--- src/rtl/ahb_out_sched.sv ---
// ahb_out_sched: AHB-Lite slave that plays a small FIFO of 16-bit values
// out to DataOut/DataValid at a programmable interval.
// Optional feature macro: AHB_OUT_IRQ_EN (adds OutIrq and CTRL bits 2/3).
// Register map (HADDR[3:2]):
//   0x0 DATA   W push [15:0]; R head of FIFO (0 when empty), no pop
//   0x4 PERIOD R/W interval in cycles, 0 behaves as 1
//   0x8 CTRL   bit0 ENABLE, bit1 FLUSH (write-1 action)
//   0xC STATUS bit0 EMPTY, bit1 FULL, bit2 OVERFLOW, [8:4] COUNT; write clears OVERFLOW
module ahb_out_sched #(
    parameter int DEPTH = 4,
    parameter int CNT_W = 16
) (
    input  logic        HCLK,
    input  logic        HRESETn,
    input  logic [31:0] HADDR,
    input  logic [31:0] HWDATA,
    input  logic [2:0]  HSIZE,
    input  logic [1:0]  HTRANS,
    input  logic        HWRITE,
    input  logic        HREADY,
    input  logic        HSEL,
    output logic [31:0] HRDATA,
    output logic        HREADYOUT,
    output logic [15:0] DataOut,
    output logic        DataValid
`ifdef AHB_OUT_IRQ_EN
    ,
    output logic        OutIrq
`endif
);

    localparam int PW = (DEPTH > 1) ? $clog2(DEPTH) : 1;

    typedef enum logic {S_IDLE, S_WAIT} state_t;

    // bus pipeline
    logic             r_wr;
    logic             r_rd;
    logic [1:0]       r_addr;
    logic             w_setup;
    logic             w_wr_data;
    logic             w_wr_period;
    logic             w_wr_ctrl;
    logic             w_wr_status;
    logic             w_flush;

    // registers
    logic [CNT_W-1:0] r_period;
    logic             r_enable;
    logic             r_overflow;

    // fifo
    logic [15:0]      r_mem [DEPTH];
    logic [PW-1:0]    r_wptr;
    logic [PW-1:0]    r_rptr;
    logic [4:0]       r_count;
    logic             w_empty;
    logic             w_full;
    logic [15:0]      w_head;
    logic             w_push;
    logic             w_push_ok;
    logic             w_pop;

    // sequencer
    state_t           r_state;
    state_t           w_state_next;
    logic [CNT_W-1:0] r_cnt;
    logic [CNT_W-1:0] w_cnt_next;
    logic [CNT_W-1:0] w_reload;
    logic             w_emit;

    // HSIZE, upper address bits and byte offset carry no meaning here
    logic             w_unused;
    assign w_unused = ^{HSIZE, HADDR[31:4], HADDR[1:0], HWDATA};

    assign HREADYOUT = 1'b1;

    assign w_setup     = HREADY & HSEL & (HTRANS != 2'b00);
    assign w_wr_data   = r_wr & (r_addr == 2'd0);
    assign w_wr_period = r_wr & (r_addr == 2'd1);
    assign w_wr_ctrl   = r_wr & (r_addr == 2'd2);
    assign w_wr_status = r_wr & (r_addr == 2'd3);
    assign w_flush     = w_wr_ctrl & HWDATA[1];

    assign w_empty   = (r_count == 5'd0);
    assign w_full    = (r_count == 5'(DEPTH));
    assign w_head    = r_mem[r_rptr];
    assign w_push    = w_wr_data;
    assign w_pop     = w_emit;
    // a push into a full FIFO only lands if a pop frees a slot on the same edge
    assign w_push_ok = w_push & (~w_full | w_pop);

    // PERIOD of 0 reloads like PERIOD of 1 so emits are never closer than one cycle
    assign w_reload = (r_period == '0) ? '0 : (r_period - CNT_W'(1));

    // latch the address phase; the slave never stalls, so every cycle is a new phase
    always_ff @(posedge HCLK or negedge HRESETn) begin
        if (!HRESETn) begin
            r_wr   <= 1'b0;
            r_rd   <= 1'b0;
            r_addr <= 2'd0;
        end else begin
            r_wr   <= w_setup & HWRITE;
            r_rd   <= w_setup & ~HWRITE;
            r_addr <= HADDR[3:2];
        end
    end

    // PERIOD, ENABLE and sticky OVERFLOW
    always_ff @(posedge HCLK or negedge HRESETn) begin
        if (!HRESETn) begin
            r_period   <= '0;
            r_enable   <= 1'b0;
            r_overflow <= 1'b0;
        end else begin
            if (w_wr_period)
                r_period <= HWDATA[CNT_W-1:0];
            if (w_wr_ctrl)
                r_enable <= HWDATA[0];
            if (w_wr_status)
                r_overflow <= 1'b0;
            else if (w_push & w_full & ~w_pop)
                r_overflow <= 1'b1;
        end
    end

    // FIFO storage; contents need no reset because the pointers define validity
    always_ff @(posedge HCLK) begin
        if (w_push_ok)
            r_mem[r_wptr] <= HWDATA[15:0];
    end

    // FIFO pointers and occupancy; flush discards everything
    always_ff @(posedge HCLK or negedge HRESETn) begin
        if (!HRESETn) begin
            r_wptr  <= '0;
            r_rptr  <= '0;
            r_count <= 5'd0;
        end else if (w_flush) begin
            r_wptr  <= '0;
            r_rptr  <= '0;
            r_count <= 5'd0;
        end else begin
            if (w_push_ok)
                r_wptr <= r_wptr + 1'b1;
            if (w_pop)
                r_rptr <= r_rptr + 1'b1;
            case ({w_push_ok, w_pop})
                2'b10:   r_count <= r_count + 5'd1;
                2'b01:   r_count <= r_count - 5'd1;
                default: r_count <= r_count;
            endcase
        end
    end

    // sequencer state and interval counter
    always_ff @(posedge HCLK or negedge HRESETn) begin
        if (!HRESETn) begin
            r_state <= S_IDLE;
            r_cnt   <= '0;
        end else begin
            r_state <= w_state_next;
            r_cnt   <= w_cnt_next;
        end
    end

    // next state: emit when enabled and data waiting, then count out the interval
    always_comb begin
        w_state_next = r_state;
        w_cnt_next   = r_cnt;
        w_emit       = 1'b0;
        case (r_state)
            S_IDLE: begin
                if (r_enable && !w_empty) begin
                    w_emit       = 1'b1;
                    w_cnt_next   = w_reload;
                    w_state_next = S_WAIT;
                end
            end
            S_WAIT: begin
                if (r_cnt != '0) begin
                    w_cnt_next = r_cnt - CNT_W'(1);
                end else if (r_enable && !w_empty) begin
                    w_emit     = 1'b1;
                    w_cnt_next = w_reload;
                end else begin
                    w_state_next = S_IDLE;
                end
            end
            default: w_state_next = S_IDLE;
        endcase
        // flush overrides any emit on the same edge
        if (w_flush) begin
            w_emit       = 1'b0;
            w_cnt_next   = '0;
            w_state_next = S_IDLE;
        end
    end

    // output pins; flush invalidates but keeps the last value visible
    always_ff @(posedge HCLK or negedge HRESETn) begin
        if (!HRESETn) begin
            DataOut   <= 16'h0000;
            DataValid <= 1'b0;
        end else if (w_flush) begin
            DataValid <= 1'b0;
        end else if (w_emit) begin
            DataOut   <= w_head;
            DataValid <= 1'b1;
        end
    end

`ifdef AHB_OUT_IRQ_EN
    logic r_irq_en;
    logic r_irq;
    logic w_irq_set;

    // last entry leaves the FIFO by a pop while enabled
    assign w_irq_set = w_pop & ~w_push_ok & (r_count == 5'd1) & r_enable & r_irq_en;
    assign OutIrq    = r_irq;

    // interrupt enable and sticky flag; a new drain event beats a same-edge clear
    always_ff @(posedge HCLK or negedge HRESETn) begin
        if (!HRESETn) begin
            r_irq_en <= 1'b0;
            r_irq    <= 1'b0;
        end else begin
            if (w_wr_ctrl)
                r_irq_en <= HWDATA[2];
            if (w_irq_set)
                r_irq <= 1'b1;
            else if (w_wr_ctrl & HWDATA[3])
                r_irq <= 1'b0;
        end
    end
`endif

    // read mux, driven only during a read data phase
    always_comb begin
        HRDATA = 32'h0;
        if (r_rd) begin
            case (r_addr)
                2'd0: HRDATA[15:0] = w_empty ? 16'h0000 : w_head;
                2'd1: HRDATA[CNT_W-1:0] = r_period;
                2'd2: begin
                    HRDATA[0] = r_enable;
`ifdef AHB_OUT_IRQ_EN
                    HRDATA[2] = r_irq_en;
`endif
                end
                default: HRDATA[8:0] = {r_count, 1'b0, r_overflow, w_full, w_empty};
            endcase
        end
    end

endmodule

--- config.mk ---
export PLATFORM = sky130hd
export DESIGN_NAME = ahb_out_sched
export DESIGN_NICKNAME = d
export VERILOG_FILES = /design/src/rtl/ahb_out_sched.sv
export SDC_FILE = /design/constraint.sdc
export NUM_CORES = 1
export LEC_CHECK = 0
export CORE_MARGIN = 4
export CORE_UTILIZATION = 40
export CTS_BUF_LIST = sky130_fd_sc_hd__clkbuf_4
export CTS_CLUSTER_SIZE = 20
export DETAILED_ROUTE_END_ITERATION = 10
export PLACE_DENSITY = 0.69
export SYNTH_ARGS = -nofsm -noshare
export SYNTH_HDL_FRONTEND = slang
export SYNTH_SLANG_ARGS = --single-unit
export TNS_END_PERCENT = 5
--- constraint.sdc ---
create_clock -name HCLK -period 2.79 [get_ports HCLK]
set_input_delay 0.558 -clock HCLK [delete_from_list [all_inputs] [get_ports HCLK]]
set_output_delay 0.558 -clock HCLK [all_outputs]
set_load 0.05 [all_outputs]
* Word level (Yosys, flattened, before mapping)
Memory sizes are Yosys's and may differ from the RTL's.
Index checks and enable logic that the tools add are counted.
** Operators by class
- Add/sub/neg operators :: 6
- Eq/ne operators :: 6
- Multiplexer cells :: 29
- Bitwise logic cells :: 18
- Reductions and logical operators :: 12
** Operators with widths (count)
- $mux 16 :: 6
- $pmux 16 s2 :: 1
- $sub 16x1->16 const B :: 2
- $pmux 8 s3 :: 1
- $logic_not 16->1 :: 1
- $reduce_bool 16->1 :: 1
- $pmux 7 s2 :: 1
- $and 1x1->1 :: 12
- $mux 1 :: 11
- $pmux 5 s2 :: 1
- $mux 2 :: 4
- $reduce_bool 2->1 :: 4
- $eq 2x2->1 const B :: 3
- $add 5x1->5 const B :: 1
- $eq 5x3->1 const B :: 1
- $logic_not 5->1 :: 1
- $mux 5 :: 1
- $not 1->1 :: 5
- $sub 5x1->5 const B :: 1
- $add 2x1->2 const B :: 2
- $eq 2x1->1 const B :: 2
- $pmux 1 s2 :: 2
- $pmux 1 s3 :: 1
- $reduce_bool 3->1 :: 1
- 5 further kinds :: 5
** Word-level totals
- Register bits :: 65
- RAM bits :: 64
- Input bits :: 74
- Word-level logic and storage cells :: 85
- Memories kept :: 1
** Memories
- r_mem :: depth 4, width 16, read ports 1, clocked after memory_dff 0, write ports 1, line 53 : logic [15:0] r_mem [DEPTH];

* Logic depth before layout (Yosys ltp)
- Word-level depth :: 12
- Depth in mapped cells :: 12
- Gate-level depth less buffers :: 12

* Worst setup path before layout
Ideal clock, no wire load.
- Path type :: reg2out
- From :: register r_count[2]
- To :: output port HRDATA[0]
- Arrival time :: 2.432 ns
- Data required time :: 2.232 ns
- Slack :: -0.200 ns
- Cell stages (with the launch flop) :: 6
- Path buffers :: 1
- Cells stage by stage :: dfrtp_1 > buf_6 > or3_4 > nor3_1 > mux2i_1 > a211oi_1
** Between the ends
- Cells in the longest elaborated chain, start to end :: 4
** Ends and longest elaborated chain
- from (decl) :: line 56 : logic [4:0] r_count;
- from (signal assigned) :: line 149 : 2'b10: r_count <= r_count + 5'd1;
- from (signal assigned) :: line 150 : 2'b01: r_count <= r_count - 5'd1;
- from (signal assigned) :: line 151 : default: r_count <= r_count;
- $logic_not 5->1 (*) :: line 85 : assign w_empty = (r_count == 5'd0);
- $mux 16 :: line 243 : 2'd0: HRDATA[15:0] = w_empty ? 16'h0000 : w_head;
- $pmux 1 s3 (*) :: line 242 : case (r_addr)
- $mux 16 (*) :: line 241 : if (r_rd) begin
- to (decl) :: line 22 : output logic [31:0] HRDATA,
Mark *: on every way between the ends. The rest lies on a longest branch, timed or not.

* Worst setup path after layout
- From :: register r_count[2]
- To :: output port HRDATA[2]
** Between the ends
- Cells in the longest elaborated chain, start to end :: 4
** Ends and longest elaborated chain (line)
- $logic_not 5->1 :: 85
- $mux 16 :: 243
- $pmux 8 s3 :: 242
- $mux 16 :: 241
Every way passes these cells.

==> results by group <==
Yosys
  – Synth Area in XOR/XNOR: 0.0239
  – Synth cell types: 59
  – Most frequent cells after synthesis: 65 x dfrtp_1, 64 x edfxtp_1, 39 x nor2_1
  – Post-synth top area share: 0.308
  – Netlist Area Pre-Place: 6230 um^2
  – Multiplexer share of the synthesized area: 0.129
  – Post-Synth Simple-Gate Area: 0.126
  – Top cells by area, synth: edfxtp_1 31%, dfrtp_1 26%, mux4_2 5.8%
  – Post-Synth Adder-Cell Area: 0.0181
  – EDFF count, synth: 64
  – Syn Inst Count: 495
  – Async SR Flop Fraction: 0.504
  – Post-synth top flop: dfrtp_1
  – Cell taking the most area after synthesis: edfxtp_1
  – Flop and latch count out of synthesis: 129
  – Largest family of logic cells by synthesized area: multiplexers
  – Synthesized area per cell: 12.6 um^2
  – Most common cell in the netlist: dfrtp_1
  – Complex-gate fraction of the synthesized area: 0.0875
  – Sequential share of the synthesized area: 0.569
  – Synth warn: 0

Cells and area
  – Antenna cells: 0
  – Cell Count, Final, Fillers Out: 814
  – Nets@finish: 673
  – Layout cell share with drive strength beyond 1: 0.300
  – Fillers: 1287
  – Area growth, synth to finish: 26.1%

Status
  – Failing checks: negative setup slack
  – Status: complete, but fails checks

Critical path
  – Maximum fanout along the worst path: 4
  – Setup crit start kind: register
  – Cells along the critical path: or3_4, nor3_4, nor2_1, a22oi_2, o21ai_1, and2_1, buf_4
  – Max incr delay on CP: 0.41 ns
  – Crit-path leading delay family: simple AND/OR/NAND/NOR gates
  – WP data arrival: 2.32 ns
  – WP data required: 2.23 ns
  – Crit path kind: register to output port
  – CP bufs+invs: 1
  – Type of destination of the critical path: output port
  – Slowest CP cell: or3_4

Global routing
  – First-pass GRT wire length: 25300 um
  – Remaining global-route overflow: 0
  – Pin count of the biggest net entering global routing: 45
  – Initial antenna violation count: 0
  – Vias in the first global route: 4518
  – Total GRT Usage: 0.184

Run
  – Max-Cap Viols: 0

Placed design
  – IO Port Bufs: 57
  – Placed cells: 774
  – GPL Wtd Cong: 0.926
  – Detailed placement HPWL: 10800 um

Timing
  – Slew headroom: 0.511
  – Total negative slack: -0.479 ns
  – Final setup margin: -0.0910 ns
  – Final hold vios: 0
  – Pins Over Slew Limit: 0
  – Tmin final: 2.88 ns
  – Final period utilization: 1.03
  – RSZ-0062 raised after global routing: yes
  – Worst-Margin Slew: 0.727 ns
  – Hold_ws: 0.449 ns
  – Fmax: 0.347 GHz
  – Setup violations, final: 13
  – Clk_skew: 0.0129 ns

Routing
  – Drt wl/cell: 19.0 um
  – Vias per cell: 5.40
  – Initial DRC Count: 268
  – Residual DRC: 0
  – Post-Route WL: 15500 um
  – DR vias: 4394
  – Final antenna-violating net count: 0
  – Pre-antenna DRT Iters: 5

Clock network
  – Total CTS buffers: 17
  – TritonCTS clock tree: built
  – Max Root-Sink Buffers: 2
  – H-tree levels: 4
  – CTS root buffer: clkbuf_4
  – Num Clock Sinks: 129
  – Reg clk slew, reported paths: 0.11 ns
  – Clk Latency, worst-skew pair: 0.56 ns

Die
  – Die Ht: 133 um
  – Die W: 133 um
  – I/O Pins: 124
  – FP Rows: 45
  – Die area: 17600 um^2
  – Initial core utilization: 0.409
  – Core area: 15300 um^2

Pwr
  – Pwr dens: 862 nW/um^2
  – Maximum vdd ir drop: 0.724 mV
  – Pleak: 2.92 nW

Worst hold path
  – Worst hold path type: input pin to register
-- registers in the layout (all words and copies together), names as in the netlist --
signal,flops
DataValid,1
r_rd,1
r_overflow,1
r_wptr,2
r_rptr,2
DataOut,16
r_mem,64
r_addr,2
r_count,5
r_cnt,16
r_wr,1
r_period,16
r_enable,1
r_state,1
-- logic make-up (layout without fill, tap and decap cells) --
| kind of cell | after synthesis | in the layout |
|---|---|---|
| flip-flops | 129 | 129 |
| multiplexers | 55 | 55 |
| buffers and inverters | 49 | 142 |
| adder cells (fa/ha/maj) | 9 | 9 |
| AO/OA/AOI/OAI | 84 | 84 |
| other | 2 | 17 |
| AND/OR/NAND/NOR | 150 | 150 |
| XOR/XNOR | 17 | 17 |
-- routing by layer --
metal | GRT usage | wire length (um)
met1 | 0.235 | 6680
met2 | 0.311 | 7740
met3 | 0.0414 | 774
met4 | 0.0612 | 277
met5 | 0 | 0
-- worst reg2reg max path: cells and delay by family (launching register included) --
kind	cells	cell delay, ns
DFF	1	0.40
and+or+nand+nor	4	0.89
AOI/OAI and AO/OA	2	0.34
xor gates and xnor gates	1	0.13
adders and majority gates	2	0.32
buffers and inverters	2	0.24
muxes	1	0.18
-- stage by stage --
step	instance area (um^2)	total power [mW]	util	setup WS [ns]
finish	7860	6.78	0.515	-0.0910
global route	7860	7.15	0.515	-0.177
CTS	7780	6.72	0.510	-0.103
detailed placement	7320	5.25	0.480	0.0321
global placement	7320	5.18	0.480	0.0151
floorplan	6300	4.39	-	-0.0970
-- cell type report --
class	instances	area, um^2	area share
repair buffers	101	1100	0.140
clock inverters	13	154	0.0196
clock buffers	19	143	0.0181
multi-input cells	332	2610	0.332
well taps	211	264	0.0336
flip-flops and latches	129	3550	0.452
inverters	9	33.8	0.00430
-- power breakdown --
group / total, mW / switching (mW) / internal (mW)
registers: 2.73 / 0.377 / 2.36
clock network: 1.31 / 0.743 / 0.565
logic: 2.73 / 1.52 / 1.22
-- placed cells by master, fill, tap and decap left out, types with 11 or more instances in the layout --
cell type / instances
edfxtp_1: 64
dfrtp_1: 62
clkdlybuf4s50_1: 40
buf_4: 38
nand2_1: 33
nor2_1: 31
mux2_2: 25
o21ai_0: 23
clkbuf_4: 19
buf_12: 19
conb_1: 17
mux4_2: 16
a31oi_1: 14
nor3_1: 12
a21oi_1: 11
-- worst paths after layout --
kind	startpoint	endpoint	slack (ns)	cells past startpoint
worst max-delay path	r_count[2]	HRDATA[2]	-0.09	7
worst min register to register	DataOut[7]	DataOut[7]	0.50	1
min in group asynchronous	HRESETn	r_wptr[1]	0.53	2
max in group asynchronous	HRESETn	r_rptr[0]	1.60	3
worst max register to register	r_cnt[1]	r_count[2]	0.20	12
worst min-delay path	HADDR[3]	r_addr[1]	0.45	1
-- timing repair --
action / in CTS / in global routing
resized for setup: 37 / 11
cloned: 1 / 0
hold buffers: 1 / 0
setup buffers: 3 / 3
endpoints found under the setup margin: 16 / 82
pin swaps: 7 / 5
hold endpoints to repair: 21 / 0
Power figures use the tool's default switching activity.
